[src/rtl/can_tx_arbiter.sv]
// CAN transmit arbiter: scans NUM_MB mailboxes, picks the lowest standard ID and
// writes that frame into the TX FIFO, acking the winning mailbox for one cycle.
module can_tx_arbiter #(
  parameter int unsigned NUM_MB = 4,
  parameter int unsigned IDX_W  = $clog2(NUM_MB)
) (
  input  logic                  i_sys_clk,
  input  logic                  i_reset_n,
  input  logic                  i_enable,
  input  logic [NUM_MB-1:0]     i_mb_req,
  input  logic [NUM_MB*128-1:0] i_mb_data,
  output logic [NUM_MB-1:0]     o_mb_ack,
  input  logic                  i_fifo_full,
  input  logic                  i_fifo_overflow,
  output logic                  o_fifo_w_en,
  output logic [127:0]          o_fifo_w_data,
  output logic                  o_busy,
  output logic [IDX_W-1:0]      o_grant_idx,
  output logic [15:0]           o_frame_cnt,
  input  logic                  i_clr_err,
  output logic                  o_err_overflow
);

  localparam logic [1:0] StIdle = 2'd0;
  localparam logic [1:0] StScan = 2'd1;
  localparam logic [1:0] StPush = 2'd2;

  logic [1:0]       state_q, state_d;
  logic [IDX_W-1:0] scan_idx_q, scan_idx_d;
  logic [IDX_W-1:0] best_idx_q, best_idx_d;
  logic [10:0]      best_id_q, best_id_d;
  logic             best_vld_q, best_vld_d;
  logic [IDX_W-1:0] grant_idx_q, grant_idx_d;
  logic [15:0]      frame_cnt_q, frame_cnt_d;
  logic             err_q, err_d;

  logic [127:0] frame [NUM_MB];
  logic [10:0]  scan_id;
  logic         take;
  logic         last_scan;

  for (genvar k = 0; k < NUM_MB; k++) begin : g_frame
    assign frame[k] = i_mb_data[k*128 +: 128];
  end

  assign scan_id   = frame[scan_idx_q][127:117];
  assign last_scan = (scan_idx_q == IDX_W'(NUM_MB - 1));

  always_comb begin
    state_d     = state_q;
    scan_idx_d  = scan_idx_q;
    best_idx_d  = best_idx_q;
    best_id_d   = best_id_q;
    best_vld_d  = best_vld_q;
    grant_idx_d = grant_idx_q;
    frame_cnt_d = frame_cnt_q;
    o_fifo_w_en = 1'b0;
    o_mb_ack    = '0;
    take        = 1'b0;

    case (state_q)
      StIdle: begin
        if (i_enable && (|i_mb_req) && !i_fifo_full) begin
          state_d    = StScan;
          scan_idx_d = '0;
          best_vld_d = 1'b0;
        end
      end
      StScan: begin
        // Strict compare keeps the lower index on equal IDs.
        take = i_mb_req[scan_idx_q] && (!best_vld_q || (scan_id < best_id_q));
        if (take) begin
          best_idx_d = scan_idx_q;
          best_id_d  = scan_id;
          best_vld_d = 1'b1;
        end
        if (last_scan) begin
          state_d = (take || best_vld_q) ? StPush : StIdle;
        end else begin
          scan_idx_d = scan_idx_q + IDX_W'(1);
        end
      end
      StPush: begin
        // Withdrawal beats the full stall.
        if (!i_mb_req[best_idx_q]) begin
          state_d = StIdle;
        end else if (!i_fifo_full) begin
          o_fifo_w_en          = 1'b1;
          o_mb_ack[best_idx_q] = 1'b1;
          grant_idx_d          = best_idx_q;
          frame_cnt_d          = frame_cnt_q + 16'd1;
          state_d              = StIdle;
        end
      end
      default: state_d = StIdle;
    endcase
  end

  always_comb begin
    err_d = err_q;
    if (i_fifo_overflow) begin
      err_d = 1'b1;
    end else if (i_clr_err) begin
      err_d = 1'b0;
    end
  end

  always_ff @(posedge i_sys_clk or negedge i_reset_n) begin
    if (!i_reset_n) begin
      state_q     <= StIdle;
      scan_idx_q  <= '0;
      best_idx_q  <= '0;
      best_id_q   <= '0;
      best_vld_q  <= 1'b0;
      grant_idx_q <= '0;
      frame_cnt_q <= '0;
      err_q       <= 1'b0;
    end else begin
      state_q     <= state_d;
      scan_idx_q  <= scan_idx_d;
      best_idx_q  <= best_idx_d;
      best_id_q   <= best_id_d;
      best_vld_q  <= best_vld_d;
      grant_idx_q <= grant_idx_d;
      frame_cnt_q <= frame_cnt_d;
      err_q       <= err_d;
    end
  end

  assign o_fifo_w_data  = frame[best_idx_q];
  assign o_busy         = (state_q != StIdle);
  assign o_grant_idx    = grant_idx_q;
  assign o_frame_cnt    = frame_cnt_q;
  assign o_err_overflow = err_q;

endmodule
[config.mk]
export PLATFORM = sky130hd
export DESIGN_NAME = can_tx_arbiter
export DESIGN_NICKNAME = d
export VERILOG_FILES = /design/src/rtl/can_tx_arbiter.sv
export SDC_FILE = /design/constraint.sdc
export NUM_CORES = 1
export LEC_CHECK = 0
export CAP_MARGIN = 30
export CORE_AREA = 2 2 259 261
export CTS_BUF_LIST = sky130_fd_sc_hd__clkbuf_8
export DETAILED_ROUTE_END_ITERATION = 16
export DIE_AREA = 0 0 261 263
export MAX_ROUTING_LAYER = met4
export PLACE_DENSITY = 0.33
export SLEW_MARGIN = 20
export SYNTH_ARGS = -nofsm -noshare
export SYNTH_HDL_FRONTEND = slang
export SYNTH_SLANG_ARGS = --single-unit
[constraint.sdc]
create_clock -name i_sys_clk -period 3.2 [get_ports i_sys_clk]
set_input_delay 0.64 -clock i_sys_clk [delete_from_list [all_inputs] [get_ports i_sys_clk]]
set_output_delay 0.64 -clock i_sys_clk [all_outputs]
set_load 0.005 [all_outputs]
Word level (Yosys, flattened, before mapping)
Cells that the tools add are included.
{ "totals": {"latchBits": 0, "rom_bits": 0, "input_bits": 522, "n_memories": 0, "ram_bits": 0, "reg_bits": 37} }
{ "classes": {"magnitude_cmp": 6, "mul": 0, "reduce_logical": 18, "n_addsub": 2, "mux": 32, "div": 0, "n_shift": 0, "n_bitwise": 3, "n_eq_ne": 8} }
{ "ops": {"columns": ["op", "n"], "rows": [
  ["128-bit binary-select mux with 2-bit select", 2],
  ["128-bit two-way mux", 4],
  ["16-bit by 1-bit adder with 16-bit output, second input constant", 1],
  ["2-bit two-way mux", 7],
  ["4-bit two-way mux", 3],
  ["3-bit AND reduction", 4],
  ["11-bit < comparator", 1],
  ["1-bit two-way mux", 10],
  ["2-bit != test, second input constant", 4],
  ["3-bit greater-or-equal comparator, second input constant", 2],
  ["2-bit by 3-bit < comparator with 1-bit output, second input constant", 2],
  ["2-bit inverter with 3-bit output", 2],
  ["2-bit case mux with 3 select lines", 1],
  ["2-bit nonzero test", 3],
  ["1-bit binary-select mux with 2-bit select", 2],
  ["2-bit equality test, second input constant", 2],
  ["1-bit logical AND", 4],
  ["2-bit case mux with 2 select lines", 1],
  ["4-bit OR reduction", 1],
  ["3-bit != test, second input constant", 1],
  ["2-bit by 1-bit adder with 2-bit output, second input constant", 1],
  ["1-bit demux with 2-bit select", 1],
  ["2-bit by 1-bit equality test with 1-bit output, second input constant", 1],
  ["2-bit by 1-bit greater-or-equal comparator with 1-bit output, second input constant", 1],
  ["6 further kinds", 8]
]} }

Depth between registers and ports, before layout
Gate-level depths: netlist of the first run.
{ "logic_depth": {"ltp_word": 11, "ltp_mapped": 10} }

Worst setup path after synthesis of the first run
Ideal clock, no wire load.
{ "synth_path": {"path_kind": "flip-flop to flip-flop", "start": "register scan_idx_q[0]", "end": "register best_id_q[1]", "setup_slack_ps": 401, "setup_time_ps": 125, "arrival_ps": 2675, "stages_incl_launch_ff": 11, "synth_period_minus_slack_ps": 2799, "t_required_ps": 3075, "cell_sequence": "dfrtp_1 buf_6 buf_2 mux4_2 ha_1 a41o_1 a21oi_1 o21ai_2 o21ai_2 buf_6 mux2_2"} }
{ "synth_between": {"elab_chain_cells": 8, "elab_cells_between_ends": 10, "classes_between": "order compare (1); mux (5); bitwise (1); reduce/logical (3)"} }
{ "synth_lines": {"columns": ["element", "line_no", "source"], "rows": [
  ["start: declaration", "29", "logic [IDX_W-1:0] scan_idx_q, scan_idx_d;"],
  ["start signal: assignment", "120", "scan_idx_q <= scan_idx_d;"],
  ["2-bit inverter with 3-bit output (not written as such)", "46", "assign scan_id = frame[scan_idx_q][127:117];"],
  ["128-bit binary-select mux with 2-bit select", "46", null],
  ["128-bit two-way mux (not written as such) (2 in series)", "46", null],
  ["named net scan_id[5]", "38", "logic [10:0] scan_id;"],
  ["11-bit < comparator", "71", "take = i_mb_req[scan_idx_q] && (!best_vld_q || (scan_id < best_id_q));"],
  ["1-bit logical OR", "71", null],
  ["1-bit logical AND", "71", null],
  ["2-bit AND reduction (no source line)", null, null],
  ["end signal: assignment", "122", "best_id_q <= best_id_d;"],
  ["end: declaration", "31", "logic [10:0] best_id_q, best_id_d;"]
]} }
The timed path passes the listed nets, and every way through them passes these cells. The select of a mux whose other input is x is not followed.
A chain may end at the register's enable or synchronous reset.

Worst setup path in the final report of the first run
{ "layout_path": {"start": "register best_idx_q[0]", "end": "output port o_fifo_w_data[24]"} }
{ "layout_between": {"elab_chain_cells": 4} }
{ "layout_lines": {"columns": ["element", "line_no", "source"], "rows": [
  ["start: declaration", "30", "logic [IDX_W-1:0] best_idx_q, best_idx_d;"],
  ["start signal: assignment", "121", "best_idx_q <= best_idx_d;"],
  ["2-bit inverter with 3-bit output (not written as such)", "130", "assign o_fifo_w_data = frame[best_idx_q];"],
  ["128-bit binary-select mux with 2-bit select", "130", null],
  ["128-bit two-way mux (not written as such) (2 in series)", "130", null],
  ["end: declaration", "16", "output logic [127:0] o_fifo_w_data,"]
]} }
No other way between the ends. The select of a mux whose other input is x is not followed.

==> summary.txt, run 1 <==
Critical path
  – Setup CP Type: reg2out
  – Slowest CP cell: clkdlybuf4s50_1
  – Crit-path leading delay family: buffers and inverters
  – Worst path required time: 2.56 ns
  – Buf/Inv on CP: 3
  – CP cell instances: buf_12, buf_4, mux4_2, clkdlybuf4s50_1
  – Crit path DAT: 2.43 ns
  – Worst setup EP type: output port
  – Worst-path maximum fanout: 11
  – CP startpoint kind: flip-flop
  – Delay of the slowest cell on the worst path: 0.61 ns

Finish
  – Final #Nets: 1555
  – Area Overhead vs Synth: 157%
  – Fin util: 20.4%
  – Share of cells above drive strength 1: 19.7%
  – Post-route non-filler standard cell count: 1898

STA
  – Relative slew margins: 63.3%
  – Final setup vio count: 0
  – Tightest Pin Transition: 0.550 ns
  – Max-slew violations: 0
  – Setup Skew: 0.00298 ns
  – Final period demand of the worst path: 3.07 ns
  – Final Hold Viols: 0
  – RSZ-0062 raised after global routing: false
  – Min Hold Slack: 0.206 ns
  – Part of the cycle the worst path needs: 96.0%
  – Fmax: 325 MHz

Worst hold path
  – Min-delay worst type: in2async

Placed design
  – Placed Cells: 1874
  – Placer congestion estimate: 0.825
  – IO buf count: 674
  – DP Wirelength: 39100 um

Routing
  – Vias/cell: 3.42
  – Routed Antenna Nets: 0
  – Routed wire length: 44300 um
  – Drt wl/cell: 23.3 um
  – Via Count: 6485
  – First-pass iteration count of the detailed router: 4
  – Initial drt markers: 223
  – # DRC: 0

Clock tree
  – CTS Buf Count: 5
  – H-Tree Depth: 2
  – CTS tree: yes
  – CTS Hold Bufs: 0
  – Clk pin slew, worst setup/hold paths: 0.09 ns
  – Clock sinks: 37
  – Clock Latency Late Sink: 0.30 ns
  – Clock root buffer: clkbuf_8
  – Clock Tree Buf Depth: 2

Logic synthesis
  – Synth Area per Inst: 15.0 sq um
  – #FFs+latches synth: 37
  – Synth Warn #: 0
  – Syn Nets: 882
  – Synth cell types: 38
  – Post-synthesis cell area: 0.00521 sq mm
  – Sequential fraction of the synthesis area: 17.8%
  – Post-Syn Instances: 348

Floorplanning
  – # IOs: 675
  – Horiz. Die Dim: 261 um
  – Starting density of the core: 7.94%
  – Die H: 263 um
  – Die ar.: 0.0686 sq mm
  – Core Footprint: 0.0656 sq mm
  – FP Rows: 94

Pwr
  – Max IR drop VDD: 253 uV
  – Flop pwr share: 9.6%
  – Comb pwr share: 84.9%
  – Switching share of power: 38.7%
  – Leakage dissipation: 0.00473 uW
  – P_int: 4960 uW
  – PwrDens: 605 mW/mm^2
  – Switching Power: 3130 uW
  – Clock power share: 5.5%

Global route
  – Initial antenna violation count: 14
  – Global Route Usage Sum: 12.5%
  – GRT overflow: 0
  – Vias in the first global route: 7263
  – Largest net degree at the start of global routing: 72
  – First-pass GRT wire length: 58400 um

Status
  – Status: complete, no violations

Run
  – MaxCap Viol Count: 0
## placed cells by master, fill, tap and decap left out, drive strengths merged, types with 6 or more instances in the layout
master / n
clkdlybuf4s50: 663
mux4: 141
dfrtp: 37
buf: 33
inv: 21
mux2: 13
diode: 12
ha: 12
nand2: 12
nand3: 10
xnor2: 9
o21ai: 9
nor2: 7
nand4: 7
xor2: 6
clkbuf: 6
## layout make-up
type	count	area, sq um
sequential	37	933
tap	864	1080
antenna	12	30.0
clock buffer	6	82.6
inverter	20	75.1
clock inverter	2	33.8
multi-input combinational	256	4050
timing repair buffer	701	7090
fill	7104	52300
## metal layers
metal | GRT usage [%] | vias up | wire, um
met5 | - | - | 0
met4 | 4.08 | 0 | 1590
met3 | 3.44 | 27 | 3780
met2 | 23.1 | 399 | 23300
met1 | 12.6 | 3177 | 15600
li1 | - | 2882 | -
## worst register-to-register path, cell delays in order (launching register included)
cell	delay, ns
dfrtp_1	0.38
buf_12	0.19
mux4_2	0.57
ha_1	0.34
nand4_1	0.17
a211oi_1	0.27
o21a_1	0.19
o21ai_2	0.07
buf_12	0.16
mux2_4	0.29
## registers in the layout, indices dropped and copies added (netlist names)
name,flops
best_id_q,11
best_idx_q,2
best_vld_q,1
o_err_overflow,1
o_frame_cnt,16
o_grant_idx,2
scan_idx_q,2
state_q,2
## synthesized netlist by cell type
| library cell | count | area share [%] |
|---|---|---|
| and3_1 | 2 | 0.24 |
| o2bb2ai_1 | 1 | 0.17 |
| buf_1 | 2 | 0.14 |
| buf_6 | 2 | 0.43 |
| nand3b_1 | 1 | 0.14 |
| a21o_1 | 4 | 0.58 |
| nor2b_1 | 1 | 0.12 |
| nand2_1 | 11 | 0.79 |
| nor4b_1 | 1 | 0.17 |
| o2111a_1 | 1 | 0.22 |
| mux2_2 | 12 | 2.6 |
| dfrtp_1 | 37 | 18 |
| a21oi_1 | 4 | 0.38 |
| mux2_4 | 1 | 0.29 |
| xnor2_1 | 9 | 1.5 |
| buf_2 | 15 | 1.4 |
| nand2_2 | 1 | 0.12 |
| o21ai_2 | 2 | 0.34 |
| nor4_1 | 2 | 0.24 |
| buf_4 | 1 | 0.14 |
| o21ai_0 | 7 | 0.67 |
| a211oi_1 | 1 | 0.14 |
| nor3_1 | 3 | 0.29 |
| nand4_1 | 7 | 0.84 |
| ha_1 | 12 | 2.9 |
| xor2_1 | 6 | 1.0 |
| nand3_1 | 10 | 0.96 |
| a41o_1 | 1 | 0.19 |
| and2_1 | 1 | 0.12 |
| mux2i_1 | 1 | 0.19 |
| inv_1 | 20 | 1.4 |
| or4_1 | 2 | 0.29 |
| o21a_1 | 1 | 0.14 |
| o2111ai_1 | 1 | 0.17 |
| clkbuf_1 | 15 | 1.1 |
| mux4_2 | 141 | 61 |
| nor2_1 | 7 | 0.50 |
| nor3b_1 | 2 | 0.29 |
## path summary, 6_finish.rpt
check | from | to | slack [ns] | depth (start not counted)
worst min-delay path | i_reset_n | o_err_overflow | 0.21 | 1
max in group asynchronous | i_reset_n | best_idx_q[0] | 2.52 | 2
worst min register to register | o_frame_cnt[15] | o_frame_cnt[15] | 0.48 | 1
worst max-delay path | best_idx_q[0] | o_fifo_w_data[24] | 0.13 | 4
worst max register to register | scan_idx_q[0] | best_idx_q[0] | 0.47 | 9
min in group i_sys_clk | o_frame_cnt[15] | o_frame_cnt[15] | 0.48 | 1
## metrics by stage
stage / TNS [ns] / cell area [sq um] / power, uW / setup WS, ns
3_3_place_gp: -0.218 / 13200 / 7880 / -0.0759
4_1_cts: 0 / 13300 / 8330 / 0.00785
3_5_place_dp: -0.294 / 13200 / 7810 / -0.0768
6_report: 0 / 13400 / 8090 / 0.128
5_1_grt: 0 / 13400 / 8670 / 0.0452
2_1_floorplan: 0 / 5210 / 3870 / 0.401
## cell families (layout without fill, tap and decap cells)
kind of cell	count (synthesis)	in the layout	share of synthesized area, %
flops	37	37	17.8
compound gates	23	23	3.00
mux	155	155	64.0
fa+ha+maj	12	12	2.88
other cells	0	12	0
buf+inv	55	729	4.68
xor+xnor	15	15	2.52
simple gates	51	51	5.12
## power groups by stage
stage | Combinational [uW] | Clock, uW | Sequential, uW
2_1_floorplan | 3170 | 0 | 699
3_3_place_gp | 7080 | 0 | 808
3_5_place_dp | 7000 | 0 | 808
4_1_cts | 7070 | 467 | 802
5_1_grt | 7380 | 484 | 796
6_report | 6870 | 449 | 774
## what timing repair did
item                                    4_1_cts  5_1_grt
buffers inserted                              0        3
endpoints found under the setup margin        4       10
pin swaps                                     1        0
hold endpoints to repair                      0        0
resized for setup                             2        5
cloned                                        0        0
Power figures use the tool's default switching activity.
==> run 2: changes to the inputs <==
- CAP_MARGIN: 30 -> 20
- SKIP_CTS_REPAIR_TIMING: not set -> 1
==> run 2 against run 1 <==
Net effect:
- cell count hardly changed
- combinational power hardly changed
- first-iteration DRC count is 9.4% higher
- core utilization hardly changed
- via count is 0.31% lower
- count of clock-buffer cells in the layout stayed put
- hold slack better by 0.26 ns
- non-clock buffer count is 1 lower
- largest cell class unchanged
- largest power group unchanged
- highest routed layer unchanged
==> summary.txt, run 2 (synthesized netlist as in run 1, its figures left out) <==
Status
  – Status: complete, no violations

Critical path
  – CP startpoint kind: flip-flop
  – Setup CP Type: reg2out
  – Worst path required time: 2.56 ns (about the same)
  – RR Endpoint: best_idx_q[0]
  – Delay of the slowest cell on the worst path: 0.61 ns (about the same)
  – R2R Setup Slk: 0.47 ns (about the same)
  – Worst setup EP type: output port
  – Crit path DAT: 2.43 ns (about the same)
  – Slowest CP cell: clkdlybuf4s50_1
  – Reg2Reg Depth: 9 (unchanged)
  – RR Startpoint: scan_idx_q[0]
  – Worst-path maximum fanout: 11 (unchanged)
  – CP cell instances: buf_12, buf_4, mux4_2, clkdlybuf4s50_1

Pwr
  – Switching share of power: 38.7% (about the same)
  – Comb pwr share: 84.9% (about the same)
  – PwrDens: 605 mW/mm^2 (about the same)
  – P_int: 4960 uW (about the same)
  – Flop pwr share: 9.6% (about the same)
  – Max IR drop VDD: 253 uV (about the same)
  – Leakage dissipation: 0.00473 uW (about the same)
  – Clock power share: 5.5% (about the same)
  – Switching Power: 3130 uW (about the same)

Clock tree
  – H-Tree Depth: 2 (unchanged)
  – Clk pin slew, worst setup/hold paths: 0.08 ns (about the same)
  – Clock sinks: 37 (unchanged)
  – Clock root buffer: clkbuf_8
  – CTS Buf Count: 5 (unchanged)
  – Clock Latency Late Sink: 0.30 ns (about the same)
  – Clock Tree Buf Depth: 2 (unchanged)
  – CTS tree: yes

Floorplanning
  – # IOs: 675 (unchanged)
  – FP Rows: 94 (unchanged)
  – Core Footprint: 0.0656 sq mm (unchanged)
  – Die H: 263 um (unchanged)
  – Horiz. Die Dim: 261 um (unchanged)
  – Starting density of the core: 7.94% (unchanged)
  – Die ar.: 0.0686 sq mm (unchanged)

Routing
  – Routed wire length: 44300 um (about the same)
  – Vias/cell: 3.41 (-0.26%)
  – Drt wl/cell: 23.3 um (about the same)
  – Initial drt markers: 244 (+9.4%)
  – # DRC: 0 (unchanged)
  – Via Count: 6465 (-0.31%)
  – Routed Antenna Nets: 0 (unchanged)
  – First-pass iteration count of the detailed router: 4 (unchanged)

Finish
  – Post-route non-filler standard cell count: 1897 (-0.053%)
  – Fin util: 20.4% (-0.025 points)
  – Share of cells above drive strength 1: 19.6% (-0.079 points)
  – Commonest non-fill, non-tap cells in the layout: 663 x clkdlybuf4s50_1, 141 x mux4_2, 35 x dfrtp_1
  – Final #Nets: 1554 (-0.064%)
  – Number of flip-flops under the largest register name: 16 (unchanged)
  – Area Overhead vs Synth: 156%
  – Commonest non-fill, non-tap cell in the layout: clkdlybuf4s50_1

STA
  – Tightest Pin Transition: 0.936 ns (+0.386 ns)
  – Fmax: 326 MHz (about the same)
  – RSZ-0062 raised after global routing: false
  – Final period demand of the worst path: 3.07 ns (-0.00144 ns)
  – Setup Skew: 0.00252 ns (-0.000466 ns)
  – Min Hold Slack: 0.464 ns (+0.258 ns)
  – Part of the cycle the worst path needs: 96.0% (about the same)
  – Setup WS post-layout: 0.129 ns (+0.00144 ns)
  – Final setup vio count: 0 (unchanged)
  – Final Hold Viols: 0 (unchanged)
  – Max-slew violations: 0 (unchanged)
  – Relative slew margins: 37.6% (-26 points)
  – Post-route setup TNS: 0 ns (unchanged)

Run
  – MaxCap Viol Count: 0 (unchanged)

Global route
  – GRT overflow: 0 (unchanged)
  – First-pass GRT wire length: 58400 um (unchanged)
  – Initial antenna violation count: 14 (unchanged)
  – Global Route Usage Sum: 12.5% (unchanged)
  – Vias in the first global route: 7261 (-0.028%)
  – Largest net degree at the start of global routing: 72 (unchanged)

Placed design
  – DP Wirelength: 39100 um (unchanged)
  – Placer congestion estimate: 0.825 (unchanged)
  – Pre-CTS setup slack: -0.0768 ns (unchanged)
  – IO buf count: 674 (unchanged)
  – Placed Cells: 1874 (unchanged)

Worst hold path
  – Min-delay worst type: in2async
[run 2: changes by cell type in the layout (fill, tap and decap cells not counted)]
cell,previous run,this run
dlygate4sd2_1,1,0
dlymetal6s2s_1,4,5
buf_12,12,11
[run 2: worst max-delay path: cells and delay by family, from the launching register on]
family                 cells  cell delay (ns)
buffers and inverters      3             1.01
DFF                        1             0.55
muxes                      1             0.55
[run 2: area by class of cell]
class	instances	area, sq um
Sequential cell	37	933
Antenna cell	12	30.0
Tap cell	864	1080
Inverter	20	75.1
Clock buffer	6	82.6
Multi-Input combinational cell	256	4050
Clock inverter	2	33.8
Timing Repair Buffer	700	7070
Fill cell	7105	52300
[run 2: worst max path at each step]
stage | slack [ns] | cells past startpoint | to | start
after floorplan | 0.40 | 10 | best_id_q[1] | scan_idx_q[0]
after global placement | -0.08 | 7 | o_mb_ack[0] | i_mb_req[1]
after detailed placement | -0.08 | 7 | o_mb_ack[0] | i_mb_req[3]
after CTS | -0.08 | 7 | o_mb_ack[0] | i_mb_req[3]
after global routing | 0.05 | 4 | o_fifo_w_data[17] | best_idx_q[0]
final | 0.13 | 4 | o_fifo_w_data[24] | best_idx_q[0]
[run 2: metrics by stage]
stage,power (uW),area [sq um]
floorplan,3870,5210
global placement,7880,13200
detailed placement,7810,13200
CTS,8330,13300
global route,8660,13400
finish,8090,13400
[run 2: per-layer routing]
| metal | global-route usage, % | wire, um |
|---|---|---|
| met5 | - | 0 |
| met1 | 12.6 | 15600 |
| met3 | 3.44 | 3760 |
| met4 | 4.08 | 1590 |
| met2 | 23.1 | 23300 |
[run 2: power by group through the flow]
| stage | clock [uW] | sequential [uW] | combinational (uW) |
|---|---|---|---|
| floorplan | 0 | 699 | 3170 |
| global route | 484 | 796 | 7380 |
| global placement | 0 | 808 | 7080 |
| finish | 448 | 773 | 6870 |
| CTS | 467 | 801 | 7060 |
| detailed placement | 0 | 808 | 7000 |
==> run 3: changes to the inputs <==
- CTS_BUF_LIST: sky130_fd_sc_hd__clkbuf_8 -> not set
==> run 3 against run 2 <==
Net effect:
- global-route usage is essentially flat
- power rose by 1.6%
- highest routed layer unchanged
- sequential power grew 2%
- sequential cell count did not move
- core utilization is 0.055 points higher
- register-to-register slack about the same
- fmax rose by 0.13%
- combinational power fell by 0.7%
- hold slack better by 0.0085 ns
- die area did not move
- non-clock buffer count shrank 1
- clock skew hardly changed
==> summary.txt, run 3 (synthesized netlist as in run 1, its figures left out) <==
Critical path
  – CP cell instances: buf_4, mux4_2, clkdlybuf4s50_1
  – Delay of the slowest cell on the worst path: 0.68 ns (+0.07 ns)
  – Crit-path leading delay family: buffers and inverters
  – Crit path DAT: 2.43 ns (about the same)
  – R2R Setup Slk: 0.46 ns (about the same)
  – Buf/Inv on CP: 2 (-1)
  – Slowest CP cell: clkdlybuf4s50_1
  – Worst path required time: 2.56 ns (about the same)
  – Worst-path maximum fanout: 11 (unchanged)
  – Worst setup EP type: output port
  – Setup CP Type: reg2out
  – CP startpoint kind: flip-flop

Global route
  – GRT overflow: 0 (unchanged)
  – Global Route Usage Sum: 12.5% (+0.019 points)
  – Largest net degree at the start of global routing: 72 (unchanged)
  – First-pass GRT wire length: 58500 um (+0.11%)
  – Initial antenna violation count: 14 (unchanged)
  – Vias in the first global route: 7250 (-0.15%)

Clock tree
  – CTS Buf Count: 5 (unchanged)
  – CTS tree: yes
  – Clk pin slew, worst setup/hold paths: 0.06 ns (-0.02 ns)
  – Clock Tree Buf Depth: 2 (unchanged)
  – Clock sinks: 37 (unchanged)
  – Clock Latency Late Sink: 0.29 ns (about the same)
  – H-Tree Depth: 2 (unchanged)
  – Clock root buffer: clkbuf_16

Run
  – MaxCap Viol Count: 0 (unchanged)

Floorplanning
  – Die H: 263 um (unchanged)
  – Die ar.: 0.0686 sq mm (unchanged)
  – Horiz. Die Dim: 261 um (unchanged)
  – FP Rows: 94 (unchanged)
  – Starting density of the core: 7.94% (unchanged)
  – Core Footprint: 0.0656 sq mm (unchanged)
  – # IOs: 675 (unchanged)

STA
  – Setup WS post-layout: 0.133 ns (+0.00408 ns)
  – Final Hold Viols: 0 (unchanged)
  – Post-route setup TNS: 0 ns (unchanged)
  – Max-slew violations: 0 (unchanged)
  – Part of the cycle the worst path needs: 95.8% (-0.13 points)
  – Final period demand of the worst path: 3.07 ns (-0.00408 ns)
  – Fmax: 326 MHz (+0.13%)
  – RSZ-0062 raised after global routing: false
  – Min Hold Slack: 0.472 ns (+0.00847 ns)
  – Final setup vio count: 0 (unchanged)
  – Relative slew margins: 37.3% (-0.34 points)
  – Tightest Pin Transition: 0.941 ns (+0.00503 ns)
  – Setup Skew: 0.00222 ns (-0.000293 ns)

Routing
  – Routed wire length: 44400 um (+0.25%)
  – # DRC: 0 (unchanged)
  – Vias/cell: 3.42 (+0.44%)
  – First-pass iteration count of the detailed router: 4 (unchanged)
  – Via Count: 6490 (+0.39%)
  – Routed Antenna Nets: 0 (unchanged)
  – Drt wl/cell: 23.4 um (+0.30%)
  – Initial drt markers: 236 (-3.3%)

Finish
  – Commonest non-fill, non-tap cell in the layout: clkdlybuf4s50_1
  – Filler Cell Count: 7097 (-0.11%)
  – Final #Nets: 1553 (-0.064%)
  – Share of cells above drive strength 1: 19.5% (-0.079 points)
  – Fin util: 20.4% (+0.055 points)
  – Area Overhead vs Synth: 157%
  – Number of flip-flops under the largest register name: 16 (unchanged)
  – Final instance area: 0.0134 sq mm (+0.27%)
  – Commonest non-fill, non-tap cells in the layout: 663 x clkdlybuf4s50_1, 141 x mux4_2, 35 x dfrtp_1

Status
  – Status: complete, no violations

Placed design
  – DP Area: 0.0132 sq mm (unchanged)
  – IO buf count: 674 (unchanged)
  – Placer congestion estimate: 0.825 (unchanged)
  – DP Wirelength: 39100 um (unchanged)
  – Pre-CTS setup slack: -0.0768 ns (unchanged)

Worst hold path
  – Min-delay worst type: reg2reg

Pwr
  – Max IR drop VDD: 253 uV (+0.11%)
  – PwrDens: 614 mW/mm^2 (+1.3%)
  – Leakage dissipation: 0.00474 uW (+0.26%)
run 3: changes by cell type in the layout (fill, tap and decap cells not counted):
cell,delta
clkbuf_16,+5
inv_1,-1
buf_12,-1
clkbuf_1,+1
clkbuf_8,-5
run 3: routing by layer:
metal	share of wire (%)	wire, um	global-route usage, %	up-vias
met3	8.6	3810	3.47	24
met1	35	15700	12.6	3189
met5	0	0	-	-
li1	-	-	-	2880
met2	53	23600	23.1	397
met4	3.1	1360	4.08	0
run 3: stage by stage:
step | power [uW] | std cells
2_1_floorplan | 3870 | 348
3_3_place_gp | 7880 | 1874
3_5_place_dp | 7810 | 1874
4_1_cts | 8490 | 1882
5_1_grt | 8790 | 1896
6_report | 8220 | 1896
run 3: worst paths after layout:
kind,from,end,cells after the start
setup / recovery,best_idx_q[0],o_fifo_w_data[22],3
hold / removal,o_frame_cnt[15],o_frame_cnt[15],1
setup reg to reg,scan_idx_q[0],best_idx_q[0],9
hold reg to reg,o_frame_cnt[15],o_frame_cnt[15],1
max in group asynchronous,i_reset_n,best_idx_q[0],1
min in group asynchronous,i_reset_n,o_err_overflow,1
run 3: area by class of cell:
| class | instances | area [sq um] | area share [%] |
|---|---|---|---|
| Timing Repair Buffer | 699 | 7050 | 52.7 |
| Multi-Input combinational cell | 256 | 4050 | 30.2 |
| Tap cell | 864 | 1080 | 8.07 |
| Sequential cell | 37 | 933 | 6.97 |
| Clock buffer | 7 | 143 | 1.06 |
| Inverter | 20 | 75.1 | 0.560 |
| Clock inverter | 1 | 30.0 | 0.224 |
| Antenna cell | 12 | 30.0 | 0.224 |
run 3: power by group:
group          switching, uW  total, uW  internal (uW)  leakage (uW)
Combinational           2750       6820           4070       0.00420
Sequential               172        791            619      0.000459
Clock                    217        607            390     0.0000842
Total                   3140       8220           5080       0.00474
